===== config.mk =====
export PLATFORM = sky130hd
export DESIGN_NAME = lms_sample_feeder_flat
export DESIGN_NICKNAME = d
export VERILOG_FILES = /design/src/rtl/lms_pkg.sv /design/src/rtl/lms_sample_feeder_if.sv /design/src/rtl/lms_sample_feeder_fifo.sv /design/src/rtl/lms_sample_feeder.sv /design/src/flat_wrapper.sv
export SDC_FILE = /design/constraint.sdc
export NUM_CORES = 1
export LEC_CHECK = 0
export ABC_AREA = 1
export CAP_MARGIN = 10
export CORE_MARGIN = 10
export CORE_UTILIZATION = 45
export CTS_CLUSTER_DIAMETER = 100
export DETAILED_ROUTE_END_ITERATION = 8
export PLACE_DENSITY_LB_ADDON = 0.15
export SLEW_MARGIN = 10
export SYNTH_ARGS = -nofsm -noshare
export SYNTH_HDL_FRONTEND = slang
export SYNTH_SLANG_ARGS = --single-unit

===== constraint.sdc =====
create_clock -name clk -period 4.76 [get_ports clk]
set_input_delay 1.428 -clock clk [delete_from_list [all_inputs] [get_ports clk]]
set_output_delay 1.428 -clock clk [all_outputs]
set_load 0.1 [all_outputs]

===== src/rtl/lms_pkg.sv =====
// Shared definitions for the LMS sample path.
// Sample width, buffer depth and align FSM encoding.
package lms_pkg;

  localparam int W1     = 12;
  localparam int DEPTH  = 8;
  localparam int SKEW_W = 4;

  typedef enum logic [1:0] {
    RUN     = 2'd0,
    FLUSH   = 2'd1,
    DISCARD = 2'd2
  } align_st_e;

endpackage


===== src/rtl/lms_sample_feeder_if.sv =====
// Sample/pair bundle between ADC capture, feeder and filter.
// master drives the strobes, slave is the feeder.
interface lms_sample_feeder_if #(
  parameter int W1     = lms_pkg::W1,
  parameter int SKEW_W = lms_pkg::SKEW_W
);

  logic              x_vld;
  logic [W1-1:0]     x_smp;
  logic              d_vld;
  logic [W1-1:0]     d_smp;
  logic              align_req;
  logic              skew_ch;
  logic [SKEW_W-1:0] skew_n;
  logic              clr_flags;
  logic [W1-1:0]     x_out;
  logic [W1-1:0]     d_out;
  logic              pair_vld;
  logic              aligned;
  logic              ovf_x;
  logic              ovf_d;

  modport master (
    output x_vld, x_smp, d_vld, d_smp,
    output align_req, skew_ch, skew_n,
    output clr_flags,
    input  x_out, d_out, pair_vld,
    input  aligned, ovf_x, ovf_d
  );

  modport slave (
    input  x_vld, x_smp, d_vld, d_smp,
    input  align_req, skew_ch, skew_n,
    input  clr_flags,
    output x_out, d_out, pair_vld,
    output aligned, ovf_x, ovf_d
  );

endinterface


===== src/rtl/lms_sample_feeder_fifo.sv =====
// Per-channel show-ahead sample FIFO.
// Flush empties it in one cycle and wins over push/pop.
module smp_fifo
  import lms_pkg::*;
#(
  parameter int W     = lms_pkg::W1,
  parameter int DEPTH = lms_pkg::DEPTH
) (
  input  logic         clk,
  input  logic         rst_n,
  input  logic         push_i,
  input  logic         pop_i,
  input  logic         flush_i,
  input  logic [W-1:0] din_i,
  output logic [W-1:0] dout_o,
  output logic         full_o,
  output logic         empty_o
);

  localparam int AW = $clog2(DEPTH);
  localparam logic [AW-1:0] P_ONE = AW'(1);
  localparam logic [AW:0]   C_ONE = (AW+1)'(1);
  localparam logic [AW:0]   C_FUL = (AW+1)'(DEPTH);

  logic [W-1:0]  mem_q [DEPTH];
  logic [AW-1:0] wr_q, wr_d;
  logic [AW-1:0] rd_q, rd_d;
  logic [AW:0]   cnt_q, cnt_d;
  logic          do_push;
  logic          do_pop;

  assign do_push = push_i & ~flush_i;
  assign do_pop  = pop_i & ~flush_i & ~empty_o;
  assign full_o  = (cnt_q == C_FUL);
  assign empty_o = (cnt_q == '0);
  assign dout_o  = mem_q[rd_q];

  // storage write, no reset needed on data
  always_ff @(posedge clk) begin
    if (do_push) mem_q[wr_q] <= din_i;
  end

  // next pointers and occupancy
  always_comb begin
    wr_d  = wr_q;
    rd_d  = rd_q;
    cnt_d = cnt_q;
    if (flush_i) begin
      wr_d  = '0;
      rd_d  = '0;
      cnt_d = '0;
    end else begin
      if (do_push) wr_d = wr_q + P_ONE;
      if (do_pop)  rd_d = rd_q + P_ONE;
      unique case ({do_push, do_pop})
        2'b10:   cnt_d = cnt_q + C_ONE;
        2'b01:   cnt_d = cnt_q - C_ONE;
        default: cnt_d = cnt_q;
      endcase
    end
  end

  // pointer/occupancy registers
  always_ff @(posedge clk or negedge rst_n) begin
    if (!rst_n) begin
      wr_q  <= '0;
      rd_q  <= '0;
      cnt_q <= '0;
    end else begin
      wr_q  <= wr_d;
      rd_q  <= rd_d;
      cnt_q <= cnt_d;
    end
  end

endmodule


===== src/rtl/lms_sample_feeder.sv =====
// Pairs buffered x/d ADC streams for the LMS filter.
// Align FSM flushes and drops a skew from one channel.
module lms_sample_feeder
  import lms_pkg::*;
#(
  parameter int W1     = lms_pkg::W1,
  parameter int DEPTH  = lms_pkg::DEPTH,
  parameter int SKEW_W = lms_pkg::SKEW_W
) (
  input logic             clk,
  input logic             reset,
  lms_sample_feeder_if.slave bus
);

  localparam logic [SKEW_W-1:0] S_ONE = SKEW_W'(1);

  align_st_e         st_q, st_d;
  logic              skch_q, skch_d;
  logic [SKEW_W-1:0] dcnt_q, dcnt_d;
  logic              aligned_q, aligned_d;
  logic              ovfx_q, ovfx_d;
  logic              ovfd_q, ovfd_d;
  logic [W1-1:0]     xo_q, xo_d;
  logic [W1-1:0]     do_q, do_d;
  logic              pv_q, pv_d;

  logic [W1-1:0] x_dout, d_dout;
  logic          x_full, x_empty;
  logic          d_full, d_empty;
  logic          pop, flush;
  logic          x_take, d_take;
  logic          x_push, d_push;
  logic          x_ovf, d_ovf;
  logic          sel_vld;

  assign pop   = aligned_q & ~x_empty & ~d_empty;
  assign flush = (st_q == FLUSH);

  // in DISCARD the selected channel is consumed by the counter
  assign x_take = bus.x_vld & ~flush
                & ~((st_q == DISCARD) & ~skch_q);
  assign d_take = bus.d_vld & ~flush
                & ~((st_q == DISCARD) & skch_q);

  assign x_push = x_take & (~x_full | pop);
  assign d_push = d_take & (~d_full | pop);
  assign x_ovf  = x_take & x_full & ~pop;
  assign d_ovf  = d_take & d_full & ~pop;

  assign sel_vld = skch_q ? bus.d_vld : bus.x_vld;

  smp_fifo #(.W(W1), .DEPTH(DEPTH)) u_fx (
    .clk     (clk),
    .rst_n   (reset),
    .push_i  (x_push),
    .pop_i   (pop),
    .flush_i (flush),
    .din_i   (bus.x_smp),
    .dout_o  (x_dout),
    .full_o  (x_full),
    .empty_o (x_empty)
  );

  smp_fifo #(.W(W1), .DEPTH(DEPTH)) u_fd (
    .clk     (clk),
    .rst_n   (reset),
    .push_i  (d_push),
    .pop_i   (pop),
    .flush_i (flush),
    .din_i   (bus.d_smp),
    .dout_o  (d_dout),
    .full_o  (d_full),
    .empty_o (d_empty)
  );

  // align FSM next state, discard count and pairing enable
  always_comb begin
    st_d      = st_q;
    skch_d    = skch_q;
    dcnt_d    = dcnt_q;
    aligned_d = aligned_q;
    unique case (st_q)
      RUN: begin
      end
      FLUSH: begin
        if (dcnt_q == '0) begin
          st_d      = RUN;
          aligned_d = 1'b1;
        end else begin
          st_d = DISCARD;
        end
      end
      DISCARD: begin
        if (sel_vld) begin
          dcnt_d = dcnt_q - S_ONE;
          if (dcnt_q == S_ONE) begin
            st_d      = RUN;
            aligned_d = 1'b1;
          end
        end
      end
      default: st_d = RUN;
    endcase
    // a dropped sample breaks pairing until re-aligned
    if (x_ovf | d_ovf) aligned_d = 1'b0;
    if (bus.align_req) begin
      st_d      = FLUSH;
      skch_d    = bus.skew_ch;
      dcnt_d    = bus.skew_n;
      aligned_d = 1'b0;
    end
  end

  // sticky flags (set beats clear) and output pair
  always_comb begin
    ovfx_d = (ovfx_q & ~bus.clr_flags) | x_ovf;
    ovfd_d = (ovfd_q & ~bus.clr_flags) | d_ovf;
    xo_d   = xo_q;
    do_d   = do_q;
    pv_d   = pop;
    if (pop) begin
      xo_d = x_dout;
      do_d = d_dout;
    end
  end

  // state and output registers
  always_ff @(posedge clk or negedge reset) begin
    if (!reset) begin
      st_q      <= RUN;
      skch_q    <= 1'b0;
      dcnt_q    <= '0;
      aligned_q <= 1'b1;
      ovfx_q    <= 1'b0;
      ovfd_q    <= 1'b0;
      xo_q      <= '0;
      do_q      <= '0;
      pv_q      <= 1'b0;
    end else begin
      st_q      <= st_d;
      skch_q    <= skch_d;
      dcnt_q    <= dcnt_d;
      aligned_q <= aligned_d;
      ovfx_q    <= ovfx_d;
      ovfd_q    <= ovfd_d;
      xo_q      <= xo_d;
      do_q      <= do_d;
      pv_q      <= pv_d;
    end
  end

  assign bus.x_out    = xo_q;
  assign bus.d_out    = do_q;
  assign bus.pair_vld = pv_q;
  assign bus.aligned  = aligned_q;
  assign bus.ovf_x    = ovfx_q;
  assign bus.ovf_d    = ovfd_q;

endmodule


===== src/flat_wrapper.sv =====
// flat-port wrapper written by rule: the top's interface ports become plain ports
module lms_sample_feeder_flat import lms_pkg::*;
#(
  parameter int W1     = lms_pkg::W1,
  parameter int DEPTH  = lms_pkg::DEPTH,
  parameter int SKEW_W = lms_pkg::SKEW_W
)
  (clk, reset, bus_x_vld, bus_x_smp, bus_d_vld, bus_d_smp, bus_align_req, bus_skew_ch, bus_skew_n, bus_clr_flags, bus_x_out, bus_d_out, bus_pair_vld, bus_aligned, bus_ovf_x, bus_ovf_d);
  lms_sample_feeder_if #(.W1(W1), .SKEW_W(SKEW_W)) bus_i ();
  input logic clk;
  input logic reset;
  input wire logic [$bits(bus_i.x_vld)-1:0] bus_x_vld;
  input wire logic [$bits(bus_i.x_smp)-1:0] bus_x_smp;
  input wire logic [$bits(bus_i.d_vld)-1:0] bus_d_vld;
  input wire logic [$bits(bus_i.d_smp)-1:0] bus_d_smp;
  input wire logic [$bits(bus_i.align_req)-1:0] bus_align_req;
  input wire logic [$bits(bus_i.skew_ch)-1:0] bus_skew_ch;
  input wire logic [$bits(bus_i.skew_n)-1:0] bus_skew_n;
  input wire logic [$bits(bus_i.clr_flags)-1:0] bus_clr_flags;
  output wire logic [$bits(bus_i.x_out)-1:0] bus_x_out;
  output wire logic [$bits(bus_i.d_out)-1:0] bus_d_out;
  output wire logic [$bits(bus_i.pair_vld)-1:0] bus_pair_vld;
  output wire logic [$bits(bus_i.aligned)-1:0] bus_aligned;
  output wire logic [$bits(bus_i.ovf_x)-1:0] bus_ovf_x;
  output wire logic [$bits(bus_i.ovf_d)-1:0] bus_ovf_d;
  assign bus_i.x_vld = bus_x_vld;
  assign bus_i.x_smp = bus_x_smp;
  assign bus_i.d_vld = bus_d_vld;
  assign bus_i.d_smp = bus_d_smp;
  assign bus_i.align_req = bus_align_req;
  assign bus_i.skew_ch = bus_skew_ch;
  assign bus_i.skew_n = bus_skew_n;
  assign bus_i.clr_flags = bus_clr_flags;
  assign bus_x_out = bus_i.x_out;
  assign bus_d_out = bus_i.d_out;
  assign bus_pair_vld = bus_i.pair_vld;
  assign bus_aligned = bus_i.aligned;
  assign bus_ovf_x = bus_i.ovf_x;
  assign bus_ovf_d = bus_i.ovf_d;
  lms_sample_feeder #(.W1(W1), .DEPTH(DEPTH), .SKEW_W(SKEW_W)) u_core (.clk(clk), .reset(reset), .bus(bus_i));
endmodule

Word-level counts from Yosys, hierarchy flattened
Memory sizes are Yosys's and may differ from the RTL's. A register that Yosys moved wholly into a read port is not among the register bits.
Cells that the tools add are included.
{ "word_totals": {"ff_bits": 31, "latchBits": 0, "ram_bits": 192, "rom_bits": 0, "in_bits": 35, "out_inout_bits": 28, "elab_cells": 124, "n_memories": 2} }
{ "classes": {"n_addsub": 9, "multipliers": 0, "div_mod_pow": 0, "n_lt_le_gt_ge": 0, "n_eq_ne": 15, "n_shift": 0, "muxes": 31, "bitwise_logic": 36, "reduce_logical": 18} }
{ "memory_table": {"columns": ["name", "words", "word_bits", "read_ports", "rd_clocked_by_memory_dff", "wr", "line_no", "rtl"], "rows": [
  ["u_core.u_fd.mem_q", 8, 12, 1, 1, 1, "lms_sample_feeder_fifo.sv:25", "logic [W-1:0] mem_q [DEPTH];"],
  ["u_core.u_fx.mem_q", 8, 12, 1, 1, 1, "lms_sample_feeder_fifo.sv:25", null]
]} }
{ "ops": {"columns": ["operator", "count"], "rows": [
  ["3-bit two-way mux", 8],
  ["1-bit bitwise AND", 21],
  ["4-bit two-way mux", 5],
  ["4-bit one-hot mux with 2 select lines", 2],
  ["3-bit by 1-bit adder with 3-bit output (second input constant)", 4],
  ["4-bit logical NOT", 3],
  ["2-bit nonzero test", 6],
  ["4-bit by 1-bit subtractor with 4-bit output (second input constant)", 3],
  ["1-bit two-way mux", 10],
  ["1-bit inverter", 10],
  ["4-bit by 1-bit adder with 4-bit output (second input constant)", 2],
  ["4-bit == test (second input constant)", 2],
  ["2-bit two-way mux", 4],
  ["4-bit != test (second input constant)", 2],
  ["2-bit by 1-bit == test with 1-bit output (second input constant)", 3],
  ["2-bit == test (second input constant)", 3],
  ["2-bit one-hot mux with 3 select lines", 1],
  ["3-bit nonzero test", 2],
  ["1-bit OR", 5],
  ["4-bit by 1-bit == test with 1-bit output (second input constant)", 1],
  ["4-bit by 3-bit != test with 1-bit output (second input constant)", 1],
  ["4-bit AND reduction", 1],
  ["4-bit nonzero test", 1],
  ["3-bit by 2-bit != test with 1-bit output (second input constant)", 1],
  ["other kinds (7)", 8]
]} }

Depth between registers and ports, before layout
Gate-level depths: netlist (run 1).
{ "depth": {"ltp_word": 10, "depth_mapped": 16, "mapped_depth_nobuf": 15} }

Modules after synthesis
Synthesis (run 1) repeated with hierarchy kept, for this count alone.
{ "unflattened": {"hier_cells": 926, "area_unflattened_um2": 10378.7} }
{ "modules_own_cells": {"columns": ["module", "instances", "cells_per_inst", "area_per_inst_um2", "seq_area_each_um2"], "rows": [
  ["smp_fifo at u_core.u_fd", 1, 366, 4419.2, 3133.0],
  ["smp_fifo at u_core.u_fx", 1, 366, 4409.2, 3133.0],
  ["lms_sample_feeder", 1, 194, 1550.2, 877.1]
]} }

Worst setup path after synthesis (run 1)
OpenSTA, ideal clock, no wires.
{ "synth_timing": {"kind": "input -> register", "from": "in bus_x_vld", "to": "mem u_core.u_fx.mem_q[5][0] (netlist bit) (enable)", "setup_time_ps": 396, "arrival_time_ps": 2649, "required_ps": 4364, "path_slack_ps": 1715, "cell_stages": 4, "n_path_buf": 0, "cell_sequence": "nand2_1 > a21oi_2 > nand2_2 > nor3_1"} }
{ "synth_via": {"elab_chain_cells": 6} }
{ "synth_lines": {"columns": ["item", "line_no", "rtl"], "rows": [
  ["start, declared", "flat_wrapper.sv:12", "input wire logic [$bits(bus_i.x_vld)-1:0] bus_x_vld;"],
  ["1-bit bitwise AND", "lms_sample_feeder.sv:40", "assign x_take = bus.x_vld & ~flush"],
  ["1-bit bitwise AND", "lms_sample_feeder.sv:41", "& ~((st_q == DISCARD) & ~skch_q);"],
  ["1-bit bitwise AND", "lms_sample_feeder.sv:45", "assign x_push = x_take & (~x_full | pop);"],
  ["1-bit bitwise AND", "lms_sample_feeder_fifo.sv:32", "assign do_push = push_i & ~flush_i;"],
  ["1-bit two-way mux", "lms_sample_feeder_fifo.sv:40", "if (do_push) mem_q[wr_q] <= din_i;"],
  ["1-bit two-way mux (not written as such)", "lms_sample_feeder_fifo.sv:40", null],
  ["end, declared", "lms_sample_feeder_fifo.sv:25", null]
]} }
Every way passes these cells.

Worst setup path after layout (run 1)
{ "layout_timing": {"from": "reg u_core.aligned_q (netlist: u_core.bus.aligned)", "to": "out bus_aligned"} }
{ "layout_lines": {"columns": ["item", "line_no", "rtl"], "rows": [
  ["start, declared", "lms_sample_feeder.sv:20", "logic aligned_q, aligned_d;"],
  ["start signal, assigned", "lms_sample_feeder.sv:143", "aligned_q <= aligned_d;"],
  ["end, declared", "flat_wrapper.sv:23", "output wire logic [$bits(bus_i.aligned)-1:0] bus_aligned;"]
]} }
No word-level cell between the ends.

==> flow_summary.yaml, run 1 <==
clocking:
  clockBufferDepth: 3
  hold_buffers: 0
  cts_made_buffers: 26
  cts-htree-levels: 1
  clk_latency_ps: 520
  cts_sinks: 247
  cts_resized: 0
  cts_setup_buffers: 0
  clk_pin_slew_ps: 60
  cts_root_buffer: "clkbuf_16"
  cts_tree: "built"
final_layout:
  drive_gt1_share_pct: 7.79
  fin_cells: 1325
  syn2layout_area_growth_pct: 16.3
  diodes: 0
  fill_cells: 1989
  fin_nets: 1073
synth:
  synthArstFlopShare_pct: 22.3
  synth_ff_type: "edfxtp_1"
  syn-num-nets: 1004
  synth_top_cells_by_area: "edfxtp_1, dfrtp_1, nand2_1"
  avgSynthCellArea_sq_um: 11.0
  synth-edff-count: 192
  synthCells: 952
  syn_area_sq_mm: 0.0104
  yosysMostFrequentCell: "nand2_1"
  synth_common_cells: "nand2_1, edfxtp_1, nor2_1"
  ys_warn_count: 0
  synth_top_area_share_pct: 55.2
  yosys.area.top_type: "edfxtp_1"
  ys_ff_latch: 247
  synth_cell_types: 33
  seq_area_frac_synth_pct: 68.4
global_routing:
  gr-total-overflow: 0
  grt_pass1_vias: 6834
  grt_max_degree: 60
  antenna_found_initial: 0
  grt_first_pass_wirelength_um: 36000
  grt_use_total_pct: 15.3
timing:
  tns_ps: 0
  fmax_ghz: 0.272
  max_slew.worst_pin.slew_ps: 1010
  grt_setup_unrepaired: "false"
  slew_viol_final: 0
  hold_viol: 0
  layout_min_cycle_time_ps: 3670
  finClkSkew_ps: 11.3
  post-route-period-util_pct: 77.1
  setup_viol: 0
  max_slew_margin_pct: 32.1
floorplanning:
  rows: 55
  die_y_um: 172
  ios: 63
  die_area_sq_mm: 0.0297
  start_util_pct: 46.0
  dieWidth_um: 172
  core_area_sq_mm: 0.0227
critical_path:
  cp_slowest_cell: "clkdlybuf4s50_1"
  cp-end-kind: "primary output"
  crit_type: "reg -> out"
  critPathMaxStageDelay_ps: 1150
  crit_path_start_kind: "flop"
  path_cells: "clkdlybuf4s50_1"
  cp_max_fo: 4
  cp.buffers_inverters: 1
  cp.arrival_ps: 2240
  worst_ep_required_time_ps: 3330
  crit_family: "buffers and inverters"
route:
  route.vias.total: 6802
  first_pass_iters: 5
  ant_nets: 0
  wl_um: 22200
  vias_per_cell: 5.13
  drt_iter0_drc: 497
  post_drt_wl_per_cell_um: 16.8
  drc: 0
pwr:
  seq_power_share_pct: 44.3
  p_sw_mw: 2.02
  sw_frac_of_total_pct: 33.3
  leakagePower_nw: 4.78
  ir_drop_v: 0.000387
  combPwrFrac_pct: 24.9
  clkPwrFrac_pct: 30.8
  power.internal_mw: 4.04
  power.density_mw_per_mm2: 499
placed_design:
  placed_cells: 1278
  hpwl_um: 13500
  place.gp.congestion: 0.813
  portBuffers: 62
status:
  status: "complete, no violations"
flow_run:
  cap_violations: 0
worst_hold_path:
  min_path_type: "reg -> reg"
## flip-flops by register name, summed over array words and instances, names as in the netlist
name	flops
u_core.bus.aligned	1
u_core.bus.d_out	12
u_core.bus.ovf_d	1
u_core.bus.ovf_x	1
u_core.bus.pair_vld	1
u_core.bus.x_out	12
u_core.dcnt_q	4
u_core.skch_q	1
u_core.st_q	2
u_core.u_fd.cnt_q	4
u_core.u_fd.mem_q	96
u_core.u_fd.rd_q	3
u_core.u_fd.wr_q	3
u_core.u_fx.cnt_q	4
u_core.u_fx.mem_q	96
u_core.u_fx.rd_q	3
u_core.u_fx.wr_q	3
## metal layers
metal / wire length, um / vias up / GRT usage (%) / share of wire, %
met4: 216 / 0 / 2.89 / 0.97
met3: 1290 / 19 / 3.15 / 5.8
li1: - / 3376 / - / -
met1: 10500 / 3273 / 21.3 / 47
met2: 10300 / 134 / 24.5 / 46
met5: 0 / - / 0 / 0
## path summary, 6_finish.rpt
| path | startpoint | endpoint | slack (ps) | cells past startpoint |
|---|---|---|---|---|
| max | u_core.bus.aligned | bus_aligned | 1090 | 1 |
| min | u_core.bus.d_out[2] | u_core.bus.d_out[2] | 480 | 2 |
| max reg2reg | u_core.st_q[1] | u_core.u_fd.cnt_q[2] | 1950 | 13 |
| min reg2reg | u_core.bus.d_out[2] | u_core.bus.d_out[2] | 480 | 2 |
| max in group asynchronous | reset | u_core.bus.x_out[1] | 2880 | 2 |
| min in group asynchronous | reset | u_core.dcnt_q[0] | 1050 | 1 |
## power by group through the flow
stage          clock network (mW)  registers [mW]  logic [mW]
2_1_floorplan                   0            3.31       0.532
3_3_place_gp                    0            2.73        1.52
5_1_grt                      2.00            2.72        1.64
6_report                     1.87            2.69        1.51
4_1_cts                      1.91            2.69        1.53
3_5_place_dp                    0            2.73        1.53
## per-stage QoR
| step | setup WS (ps) | power (mW) | area (sq um) | utilization, % | hold WS, ps |
|---|---|---|---|---|---|
| finish | 1090 | 6.07 | 12100 | 53.5 | 477 |
| global route | 1040 | 6.35 | 12100 | 53.5 | 503 |
| CTS | 1070 | 6.13 | 12100 | 53.5 | 484 |
| detailed placement | 1110 | 4.26 | 11400 | 50.0 | 468 |
| global placement | 1180 | 4.24 | 11400 | 50.0 | 463 |
| floorplan | 1710 | 3.84 | 10400 | - | 470 |
## placed cells by master (no fill, tap or decap), types with 2 or more instances in the layout
cell type,Yosys,routed
nand2_2,3,3
o21ai_0,57,57
inv_2,6,6
nand3_1,92,92
nor2_1,134,134
buf_4,8,19
nand3_2,4,4
o21ai_1,14,14
nand2_1,226,226
nand4_1,3,3
clkbuf_8,0,3
ha_1,17,17
clkdlybuf4s50_1,0,61
o211ai_1,20,20
clkinv_2,0,3
a21oi_1,4,4
inv_1,56,56
nor2_2,2,2
xor2_1,6,6
edfxtp_1,192,192
clkbuf_1,11,12
o22ai_1,2,2
and2_1,2,2
nand3b_1,3,3
nor3_2,0,8
dfrtp_1,54,54
a31oi_1,2,2
clkbuf_16,0,27
## kinds of logic after synthesis
logic type	Yosys count	share of synthesized area [%]
buf+inv	102	4.52
flops	247	68.4
fa+ha+maj	17	2.04
compound gates	100	5.36
xor+xnor	7	0.587
simple gates	479	19.1
## final cells by class
type	count	area [sq um]	share of cell area [%]
Clock buffer	42	762	6.27
Clock inverter	5	26.3	0.216
Inverter	62	233	1.92
Multi-Input combinational cell	603	2870	23.6
Sequential cell	247	7140	58.8
Tap cell	285	357	2.94
Timing Repair Buffer	81	758	6.24
## worst reg2reg max path, delay by kind of cell, from the launching register on
| kind | cells | cell delay [ps] |
|---|---|---|
| buffers and inverters | 3 | 400 |
| adders and majority gates | 3 | 830 |
| xor gates and xnor gates | 1 | 180 |
| and+or+nand+nor | 4 | 640 |
| AOI/OAI and AO/OA | 2 | 250 |
| DFF | 1 | 380 |
No activity file was read; power rests on OpenSTA's default activity.
==> inputs of run 2 (changes only) <==
Clock period 4.76 ns to 3.75 ns, I/O delays scaled along.
==> run 2 against run 1 <==
  * Sequential share of layout area shrank 0.24 points
  * Flip-flop and latch count is the same
  * Register-to-register slack lost 970 ps
  * Non-clock buffer count grew 2
  * Core utilization grew 0.22 points
  * Critical path depth grew 11
  * Sequential power grew 27%
  * Worst hold slack gained 2.1 ps
  * First-iteration DRC count grew 24%
  * Critical path type is now in -> reg
==> flow_summary.yaml, run 2 (synthesized netlist as in run 1, its figures left out) <==
status:
  status: "complete, no violations"
pwr:
  leakagePower_nw: 4.89
  power.density_mw_per_mm2: 649
  ir_drop_v: 0.000521
clocking:
  cts_root_buffer: "clkbuf_16"
  cts_made_buffers: 27
  cts_setup_buffers: 0
  clk_latency_ps: 520
  clockBufferDepth: 3
  clk_pin_slew_ps: 60
  cts-htree-levels: 1
  cts_tree: "built"
  cts_resized: 0
  cts_sinks: 247
  hold_buffers: 0
placed_design:
  hpwl_um: 13200
  portBuffers: 62
  dp_slack_ps: 439
  place.gp.congestion: 0.791
final_layout:
  final_common_cell: "nand2_1"
  final_cell_mix: "nand2_1, edfxtp_1, nor2_1"
  diodes: 0
  reg.largest.list: "u_core.u_fd.mem_q (96), u_core.u_fx.mem_q (96)"
  drive_gt1_share_pct: 11.2
  fin_nets: 1076
  syn2layout_area_growth_pct: 16.8
global_routing:
  grt_first_pass_wirelength_um: 36100
  grt_max_degree: 59
  gr-total-overflow: 0
  antenna_found_initial: 0
  grt_use_total_pct: 15.4
  grt_pass1_vias: 6666
critical_path:
  cp.buffers_inverters: 2
  worst_ep_required_time_ps: 4160
  crit_family: "buffers and inverters"
  cp_slowest_cell: "clkdlybuf4s50_1"
  crit_type: "in -> reg"
  cp.arrival_ps: 3190
  cp_max_fo: 8
  cp-end-kind: "flop"
  critPathMaxStageDelay_ps: 480
  crit_path_start_kind: "input pin"
  path_cells: "clkdlybuf4s50_1, nand2_1, a21oi_2, nand2_2, ha_1, inv_1, nand2_1, and2_1, ha_1, a21oi_1, xor2_1, o22ai_1"
timing:
  layout_min_cycle_time_ps: 2790
  finClkSkew_ps: 12.9
  fmax_ghz: 0.359
  max_slew_margin_pct: 44.8
  setup_viol: 0
  max_slew.worst_pin.slew_ps: 827
  tns_ps: 0
  grt_setup_unrepaired: "false"
  worst_slack_ps: 962
  post-route-period-util_pct: 74.4
  hold_viol: 0
  slew_viol_final: 0
floorplanning:
  ios: 63
  start_util_pct: 46.0
  die_y_um: 172
  rows: 55
  dieWidth_um: 172
  core_area_sq_mm: 0.0227
  die_area_sq_mm: 0.0297
route:
  ant_nets: 0
  drc: 0
  vias_per_cell: 5.11
  drt_iter0_drc: 618
  route.vias.total: 6797
  wl_um: 22400
  first_pass_iters: 5
  post_drt_wl_per_cell_um: 16.9
worst_hold_path:
  min_path_type: "reg -> reg"
flow_run:
  cap_violations: 0
-- run 2: changes by cell type in the layout (fill, tap and decap cells not counted) --
cell and delta:
inv_6 +1, clkdlybuf4s50_1 -28, clkbuf_8 +4, buf_4 +30
clkinvlp_4 -1, clkbuf_1 -5, bufinv_16 +2, clkinv_1 +2
-- run 2: through the flow --
step	cell area (sq um)	power [mW]	utilization, %	hold WS [ps]	instances
after floorplan	10400	4.87	-	470	952
after global placement	11300	5.37	49.8	465	1280
after detailed placement	11300	5.39	49.8	470	1280
after CTS	12200	7.99	53.7	486	1330
after global routing	12200	8.28	53.7	500	1330
final	12200	7.92	53.7	479	1330
-- run 2: final cells by class --
| class | instances | area [sq um] |
|---|---|---|
| clock inverters | 9 | 95.1 |
| well taps | 285 | 357 |
| clock buffers | 41 | 798 |
| multi-input cells | 603 | 2870 |
| inverters | 62 | 233 |
| repair buffers | 83 | 703 |
| flip-flops and latches | 247 | 7140 |
| fillers | 1960 | 10500 |
-- run 2: final timing paths --
| check | startpoint | endpoint | slack [ps] | cells past startpoint |
|---|---|---|---|---|
| max | bus_x_vld | u_core.u_fx.cnt_q[2] | 960 | 12 |
| min | u_core.bus.x_out[1] | u_core.bus.x_out[1] | 480 | 2 |
| max reg2reg | u_core.st_q[1] | u_core.u_fd.cnt_q[2] | 980 | 13 |
| min reg2reg | u_core.bus.x_out[1] | u_core.bus.x_out[1] | 480 | 2 |
| max in group asynchronous | reset | u_core.bus.d_out[4] | 2380 | 2 |
| min in group asynchronous | reset | u_core.dcnt_q[0] | 600 | 1 |
-- run 2: worst register-to-register path, stage by stage (launching register included) --
cell and delay, ps:
dfrtp_1 380, inv_1 100, ha_1 390, inv_2 210
nand3_1 170, inv_1 100, nand2_2 190, ha_1 270
nand2_1 90, and2_1 170, ha_1 190, a21oi_1 140
xor2_1 170, o22ai_1 80
-- run 2: routing by layer --
| layer | vias to the layer above | track usage, % | part of all wire, % |
|---|---|---|---|
| li1 | 3382 | - | - |
| met1 | 3233 | 21.4 | 47 |
| met3 | 22 | 2.42 | 5.2 |
| met2 | 160 | 24.9 | 46 |
| met5 | - | 0 | 0 |
| met4 | 0 | 3.45 | 1.1 |
-- run 2: power by group --
part           internal, mW  switching (mW)
registers              3.28           0.148
logic                 0.443            1.45
clock network          1.60            1.00
